[config.mk]
export PLATFORM = sky130hd
export DESIGN_NAME = adc_capture_ctrl
export DESIGN_NICKNAME = d
export VERILOG_FILES = /design/src/rtl/adc_capture_ctrl.sv
export SDC_FILE = /design/constraint.sdc
export NUM_CORES = 1
export LEC_CHECK = 0
export ABC_AREA = 1
export ABC_CLOCK_PERIOD_IN_PS = 3600
export BUFFER_PORTS_ARGS = -buffer_cell sky130_fd_sc_hd__buf_2
export CORE_MARGIN = 2
export CORE_UTILIZATION = 51
export CTS_CLUSTER_DIAMETER = 150
export DETAILED_ROUTE_END_ITERATION = 16
export PLACE_DENSITY = 0.76
export RECOVER_POWER = 50
export SLEW_MARGIN = 20
export SYNTH_ARGS = -nofsm -noshare
export SYNTH_HDL_FRONTEND = slang
export SYNTH_SLANG_ARGS = --single-unit
[constraint.sdc]
create_clock -name sys_clk -period 3.6 [get_ports sys_clk]
set_clock_uncertainty 0.1 [all_clocks]
set_input_delay 0.18 -clock sys_clk [delete_from_list [all_inputs] [get_ports sys_clk]]
set_output_delay 0.18 -clock sys_clk [all_outputs]
set_load 0.1 [all_outputs]
[src/rtl/adc_capture_ctrl.sv]
// adc_capture_ctrl
// Triggered capture of the two ADC channels into a sample buffer write port.
// One input register stage (adc_q) feeds both the trigger detector and the
// buffer data path, so the trigger sample is exactly the first stored sample.
// Configuration is latched on arm and held for the whole capture sequence.

module adc_capture_ctrl #(
  parameter int ADDR_W = 10,
  parameter int DATA_W = 12
) (
  input  logic                  sys_clk,
  input  logic                  rst,
  input  logic                  arm,
  input  logic                  abort,
  input  logic                  sw_trig,
  input  logic [1:0]            trig_mode,
  input  logic [DATA_W-1:0]     trig_level,
  input  logic [7:0]            decim,
  input  logic [ADDR_W-1:0]     capture_len,
  input  logic [DATA_W-1:0]     adc_data_ch0,
  input  logic [DATA_W-1:0]     adc_data_ch1,
  output logic                  buf_wr,
  output logic [ADDR_W-1:0]     buf_addr,
  output logic [2*DATA_W-1:0]   buf_data,
  output logic                  armed,
  output logic                  busy,
  output logic                  done
);

  typedef enum logic [1:0] {
    ST_IDLE    = 2'b00,
    ST_ARMED   = 2'b01,
    ST_CAPTURE = 2'b10,
    ST_DONE    = 2'b11
  } state_t;

  localparam logic [1:0] MODE_IMM  = 2'b00;
  localparam logic [1:0] MODE_SW   = 2'b01;
  localparam logic [1:0] MODE_RISE = 2'b10;
  localparam logic [1:0] MODE_FALL = 2'b11;

  state_t                state_r;
  logic [2*DATA_W-1:0]   adc_q_r;
  logic [DATA_W-1:0]     prev_r;
  logic                  prev_valid_r;
  logic [1:0]            mode_r;
  logic [DATA_W-1:0]     level_r;
  logic [7:0]            decim_r;
  logic [ADDR_W-1:0]     len_r;
  logic [7:0]            decim_cnt_r;

  logic signed [DATA_W-1:0] cur_s;
  logic signed [DATA_W-1:0] prev_s;
  logic signed [DATA_W-1:0] level_s;
  logic                     trig_s;
  logic [ADDR_W-1:0]        next_addr_s;

  // Signed views of ch0, the previous ch0 sample and the latched threshold.
  assign cur_s       = adc_q_r[DATA_W-1:0];
  assign prev_s      = prev_r;
  assign level_s     = level_r;
  assign next_addr_s = buf_addr + {{(ADDR_W-1){1'b0}}, 1'b1};

  // Single input register stage for the sample pair {ch1, ch0}.
  always_ff @(posedge sys_clk or posedge rst) begin
    if (rst) begin
      adc_q_r <= {(2*DATA_W){1'b0}};
    end else begin
      adc_q_r <= {adc_data_ch1, adc_data_ch0};
    end
  end

  // Trigger condition for the latched mode; crossings need a valid previous sample.
  always_comb begin
    trig_s = 1'b0;
    case (mode_r)
      MODE_IMM:  trig_s = 1'b1;
      MODE_SW:   trig_s = sw_trig;
      MODE_RISE: trig_s = prev_valid_r && (prev_s <  level_s) && (cur_s >= level_s);
      MODE_FALL: trig_s = prev_valid_r && (prev_s >= level_s) && (cur_s <  level_s);
      default:   trig_s = 1'b0;
    endcase
  end

  // Capture sequencer: state, latched config, counters and all registered outputs.
  always_ff @(posedge sys_clk or posedge rst) begin
    if (rst) begin
      state_r      <= ST_IDLE;
      prev_r       <= {DATA_W{1'b0}};
      prev_valid_r <= 1'b0;
      mode_r       <= 2'b00;
      level_r      <= {DATA_W{1'b0}};
      decim_r      <= 8'd0;
      len_r        <= {ADDR_W{1'b0}};
      decim_cnt_r  <= 8'd0;
      buf_wr       <= 1'b0;
      buf_addr     <= {ADDR_W{1'b0}};
      buf_data     <= {(2*DATA_W){1'b0}};
      armed        <= 1'b0;
      busy         <= 1'b0;
      done         <= 1'b0;
    end else if (abort) begin
      // Abort wins over arm, trigger and the final write; buffer address/data hold.
      state_r      <= ST_IDLE;
      prev_valid_r <= 1'b0;
      decim_cnt_r  <= 8'd0;
      buf_wr       <= 1'b0;
      armed        <= 1'b0;
      busy         <= 1'b0;
      done         <= 1'b0;
    end else begin
      buf_wr <= 1'b0;
      case (state_r)
        ST_IDLE, ST_DONE: begin
          if (arm) begin
            mode_r       <= trig_mode;
            level_r      <= trig_level;
            decim_r      <= decim;
            len_r        <= capture_len;
            prev_valid_r <= 1'b0;
            done         <= 1'b0;
            state_r      <= ST_ARMED;
            armed        <= 1'b1;
            busy         <= 1'b1;
          end else begin
            armed <= 1'b0;
            busy  <= 1'b0;
          end
        end

        ST_ARMED: begin
          prev_r       <= adc_q_r[DATA_W-1:0];
          prev_valid_r <= 1'b1;
          if (trig_s) begin
            // The trigger sample itself is stored at address 0.
            buf_wr      <= 1'b1;
            buf_addr    <= {ADDR_W{1'b0}};
            buf_data    <= adc_q_r;
            decim_cnt_r <= 8'd0;
            armed       <= 1'b0;
            if (len_r == {ADDR_W{1'b0}}) begin
              state_r <= ST_DONE;
              done    <= 1'b1;
              busy    <= 1'b0;
            end else begin
              state_r <= ST_CAPTURE;
              busy    <= 1'b1;
            end
          end else begin
            armed <= 1'b1;
            busy  <= 1'b1;
          end
        end

        ST_CAPTURE: begin
          armed <= 1'b0;
          if (decim_cnt_r == decim_r) begin
            // One stored sample every decim+1 cycles; stop at the last address.
            decim_cnt_r <= 8'd0;
            buf_wr      <= 1'b1;
            buf_addr    <= next_addr_s;
            buf_data    <= adc_q_r;
            if (next_addr_s == len_r) begin
              state_r <= ST_DONE;
              done    <= 1'b1;
              busy    <= 1'b0;
            end else begin
              busy <= 1'b1;
            end
          end else begin
            decim_cnt_r <= decim_cnt_r + 8'd1;
            busy        <= 1'b1;
          end
        end

        default: begin
          state_r <= ST_IDLE;
          armed   <= 1'b0;
          busy    <= 1'b0;
          done    <= 1'b0;
        end
      endcase
    end
  end

endmodule

Yosys cells after proc, flatten, opt, wreduce, memory -nomap -nowiden
Index checks and enable logic that the tools add are counted.
{"block": "classes", "add_sub_neg": 2, "order_cmp": 4, "eq_ne": 15, "mux": 41, "bitwise": 1, "reduce_logical": 18}
{"operator": "$mux W24", "count": 2}
{"operator": "$pmux W24 S2", "count": 1}
{"operator": "$ge A12 B12 Y1", "count": 2}
{"operator": "$lt A12 B12 Y1", "count": 2}
{"operator": "$mux W8", "count": 3}
{"operator": "$mux W10", "count": 2}
{"operator": "$pmux W10 S2", "count": 1}
{"operator": "$mux W1", "count": 19}
{"operator": "$pmux W8 S2", "count": 1}
{"operator": "$ne A3 B3 Y1 const B", "count": 5}
{"operator": "$add A10 B1 Y10 const B", "count": 1}
{"operator": "$eq A10 B10 Y1", "count": 1}
{"operator": "$logic_not A10 Y1", "count": 1}
{"operator": "$mux W2", "count": 5}
{"operator": "$pmux W1 S3", "count": 3}
{"operator": "$add A8 B1 Y8 const B", "count": 1}
{"operator": "$eq A2 B2 Y1 const B", "count": 4}
{"operator": "$eq A8 B8 Y1", "count": 1}
{"operator": "$reduce_and A4 Y1", "count": 2}
{"operator": "$pmux W2 S3", "count": 1}
{"operator": "$reduce_and A2 Y1", "count": 3}
{"operator": "$reduce_bool A3 Y1", "count": 2}
{"operator": "$reduce_and A5 Y1", "count": 1}
{"operator": "$eq A2 B1 Y1 const B", "count": 2}
{"operator": "9 further kinds", "count": 15}
{"block": "totals", "regBits": 117, "inputBits": 61, "output_inout_bits": 38, "elab_cells": 96}

Logic depth before layout (Yosys ltp)
{"block": "logic_depth", "ltp_word": 7, "ltp_mapped": 19, "depth_no_buf": 18}

Worst setup path before layout
OpenSTA, ideal clock, no wires.
{"block": "synth_timing", "path_kind": "reg2reg", "from": "register buf_addr[0]", "to": "register state_r[0]", "setup_time_ns": 0.117, "arrival_time_ns": 2.477, "required_ns": 3.383, "slack_ns": 0.905, "path_stages_with_launch": 15, "path_buffers": 0, "period_less_slack_ns": 2.695, "cell_sequence": "dfrtp_1 > ha_1 > nand2_1 > nor2_1 > nand3_1 > nand2_1 > inv_1 > nand2_1 > nand3_1 > nor2_1 > nand3_1 > a21oi_2 > nand2_1 > nand3_1 > nand2_1"}
{"block": "synth_via", "elab_chain_cells": 4}
{"element": "start, declared", "line_no": "23", "rtl": "output logic [ADDR_W-1:0] buf_addr,"}
{"element": "start signal, assigned", "line_no": "97", "rtl": "buf_addr <= {ADDR_W{1'b0}};"}
{"element": "start signal, assigned", "line_no": "137", "rtl": "buf_addr <= {ADDR_W{1'b0}};"}
{"element": "start signal, assigned", "line_no": "161", "rtl": "buf_addr <= next_addr_s;"}
{"element": "$add A10 B1 Y10", "line_no": "62", "rtl": "assign next_addr_s = buf_addr + {{(ADDR_W-1){1'b0}}, 1'b1};"}
{"element": "$eq A10 B10 Y1", "line_no": "163", "rtl": "if (next_addr_s == len_r) begin"}
{"element": "$ne A3 B3 Y1 (no source line)"}
{"element": "$reduce_and A4 Y1 (no source line)"}
{"element": "end signal, assigned", "line_no": "88", "rtl": "state_r <= ST_IDLE;"}
{"element": "end signal, assigned", "line_no": "164", "rtl": "state_r <= ST_DONE;"}
{"element": "end signal, assigned", "line_no": "177", "rtl": "state_r <= ST_IDLE;"}
{"element": "end, declared", "line_no": "42", "rtl": "state_t state_r;"}
Every way passes these cells.
A chain may end at the register's enable or synchronous reset.

Final worst setup path
{"block": "layout_timing", "from": "register adc_q_r[11]", "to": "register buf_data[11]"}
{"block": "layout_via", "elab_chain_cells": 5, "elab_cells_between_ends": 10, "cone_classes": "order compare (2); eq/ne (1); mux (4); reduce/logical (3)"}
{"element": "start, declared", "line_no": "43", "rtl": "logic [2*DATA_W-1:0] adc_q_r;"}
{"element": "start signal, assigned", "line_no": "67", "rtl": "adc_q_r <= {(2*DATA_W){1'b0}};"}
{"element": "start signal, assigned", "line_no": "69", "rtl": "adc_q_r <= {adc_data_ch1, adc_data_ch0};"}
{"element": "$lt A12 B12 Y1 / $ge A12 B12 Y1 (equally long branches)", "line_no": "80, 79"}
{"element": "$logic_and A1 B1 Y1 (on tied branches)", "line_no": "80, 79"}
{"element": "$pmux W1 S4", "line_no": "76", "rtl": "case (mode_r)"}
{"element": "$ne A2 B2 Y1 (no source line)"}
{"element": "$reduce_and A4 Y1 (no source line)"}
{"element": "end signal, assigned", "line_no": "98", "rtl": "buf_data <= {(2*DATA_W){1'b0}};"}
{"element": "end signal, assigned", "line_no": "138", "rtl": "buf_data <= adc_q_r;"}
{"element": "end signal, assigned", "line_no": "162", "rtl": "buf_data <= adc_q_r;"}
{"element": "end, declared", "line_no": "24", "rtl": "output logic [2*DATA_W-1:0] buf_data,"}
Several ways; a longest one is shown, not always the timed one. The select of a mux whose other input is x is not followed.

==> flow_summary.toml <==
[die]
core_um2 = 11000
die_area_um2 = 12300
io_pins = 99
die_h_um = 111
row_count = 38
start_util_pct = 52.9
dieWidth_um = 111

[cts]
cts_sinks = 117
clock_path_buffers = 2
cts-root-buf = "clkbuf_16"
clk_pin_slew_ps = 50
cts_inserted_buffers = 17
h-tree-depth = 4
clk_latency_ps = 420
cts_tree = "built"

[final_layout]
nets = 908
syn_to_final_growth_pct = 29.1
diodes = 0
finalCoreUtilization_pct = 68.3
fillerInstances = 850
drive_gt1_share_pct = 16.1

[synth]
avgSynthCellArea_um2 = 8.76
synthesis.area_um2 = 5810
ys_seq_area_share_pct = 50.4
ys_ff_latch = 117
synth_area_leader_cell = "dfrtp_1"
synth_common_cells = "nand2_1 (176), dfrtp_1 (117), inv_1 (83)"
synthArstFlopShare_pct = 100
yosysUniqueCellTypes = 35
synth_top_area_share_pct = 50.4
syn_nets = 752
synth_edf_count = 0
synth_flop_cell = "dfrtp_1"
yosys_warnings = 0
post-synth-top-count-cell = "nand2_1"
netlist_instances = 663
synth_top_cells_by_area = "dfrtp_1 (50%), nand2_1 (11%), ha_1 (6.0%)"

[sta]
setup_viol = 0
min_period_ps = 2780
final_max_slew_viol_count = 79
tns_ps = 0
final_hold_viol_count = 0
worstMarginPinSlew_ps = 1560
fin_hold_ws_ps = 88.5
finalCritPeriodShare_pct = 77.1
rsz0062_at_grt = "false"
fmaxAchievable_mhz = 360
relSlewSlack_pct = -3.83

[route]
via_per_inst = 5.27
wirelength_mm = 14.3
ant_nets = 0
drc = 0
firstDrtPassIters = 5
num_vias = 5113
drt_iter0_markers = 350
wl_per_cell_um = 14.8

[pwr]
total_power_mw = 6.55
power.density_nw_per_um2 = 873
p_leak_nw = 3.87
vdd_drop_max_mv = 0.923

[setup_path]
cp_max_fo = 34
crit_path_end_kind = "flop"
critPathArrivalTime_ps = 2980
startpoint_type = "flop"
worstSetupPathType = "flop to flop"
required_ps = 3810

[global_route]
antenna_found_initial = 1
grt.total_usage_pct = 24.0
grt_max_degree = 79
grt_overflow_total = 0
grt_pass1_wl_mm = 23.6
grt_pass1_vias = 5119

[placement]
io_buffers = 98
dp_hpwl_mm = 9.15
globalplace.congestion = 0.895

[job]
maxCapViolations = 1

[outcome]
violations = "capacitance limit, slew limit"
status = "complete, but fails checks"

[hold_path]
hold_path_class = "input port to flop"
[registers in the layout, summed over array words and instances (netlist names)]
name,cells
adc_q_r,24
buf_data,24
level_r,12
prev_r,12
buf_addr,10
len_r,10
decim_cnt_r,8
decim_r,8
mode_r,2
state_r,2
armed,1
buf_wr,1
busy,1
done,1
prev_valid_r,1
[cells by family (layout without fill, tap and decap cells)]
kind of cell             Yosys count  after routing  share of synthesized area [%]
AND/OR/NAND/NOR                  326            326                           25.2
flip-flops                       117            117                           50.4
buffers and inverters            109            276                           7.78
AO/OA/AOI/OAI                     52             52                           4.80
adder cells (fa/ha/maj)           28             28                           6.03
multiplexers                      19             19                           3.68
XOR/XNOR                          12             12                           2.07
[worst paths after layout]
check | from | end | cells past startpoint | slack (ps)
setup / recovery | adc_q_r[11]$_DFF_PP0_ | buf_data[11]$_DFFE_PP0P_ | 14 | 820
hold / removal | abort | done$_DFFE_PP0P_ | 4 | 90
setup reg to reg | adc_q_r[11]$_DFF_PP0_ | buf_data[11]$_DFFE_PP0P_ | 14 | 820
hold reg to reg | buf_data[6]$_DFFE_PP0P_ | buf_data[6]$_DFFE_PP0P_ | 2 | 370
max in group asynchronous | rst | buf_addr[0]$_DFFE_PP0P_ | 4 | 1020
min in group asynchronous | rst | mode_r[0]$_DFFE_PP0P_ | 3 | 700
[critical path, stage by stage (launching register included)]
cell     delay [ps]
dfrtp_1         410
ha_1            370
nand2_1          90
inv_1            60
nand2_1          70
nor2_1          160
nand2_1          90
nand4_1         100
nand2_1          60
nor2_1          110
nand3_2         130
nand4_4         260
nand3_4         400
nand2_1         180
nand2_1          70
[routing by layer]
metal	vias to the layer above	share of wire (%)	GRT usage, %
met1	2442	43	30.0
met4	0	2.2	9.17
met5	-	0	0
li1	2458	-	-
met3	29	5.6	6.29
met2	184	49	40.0
[cell usage in the layout, fill, tap and decap left out, types with 10 or more instances in the layout]
master / synthesis / layout
buf_2: 7 / 64
dlygate4sd3_1: 0 / 57
a21oi_1: 33 / 33
ha_1: 28 / 28
clkbuf_16: 0 / 17
dfrtp_1: 117 / 117
mux2_2: 19 / 19
nand4_1: 42 / 42
clkbuf_1: 10 / 37
nand3_1: 29 / 28
xor2_1: 10 / 10
nand2_1: 176 / 176
inv_1: 83 / 82
nor2_1: 55 / 54
[cell type report]
class                           instances  area (um2)  share of cell area [%]
Clock buffer                           20         447                    5.96
Sequential cell                       117        2930                    39.1
Clock inverter                         10         131                    1.75
Inverter                               85         319                    4.26
Timing Repair Buffer                  161        1060                    14.1
Multi-Input combinational cell        437        2440                    32.5
Tap cell                              140         175                    2.34
[timing repair]
action                                  4_1_cts  5_1_grt
buffers inserted                              0        0
hold buffers                                 57        0
gates resized for setup                       0        0
endpoints found under the setup margin        0        0
endpoints found under the hold margin       132        0
[stage by stage]
| stage | instance area, um2 | setup WS (ps) | std cells |
|---|---|---|---|
| after floorplan | 5810 | 219 | 663 |
| after global placement | 6400 | 986 | 883 |
| after detailed placement | 6400 | 877 | 883 |
| after CTS | 7540 | 829 | 970 |
| after global routing | 7500 | 515 | 970 |
| final | 7500 | 825 | 970 |
[report_power, final]
group	switching, mW	internal (mW)	total, mW	leakage, nW
logic	2.15	0.738	2.89	2.16
clock network	0.586	1.09	1.68	0.286
registers	0.252	1.73	1.98	1.42
total	2.99	3.56	6.55	3.87
Power figures use the tool's default switching activity.
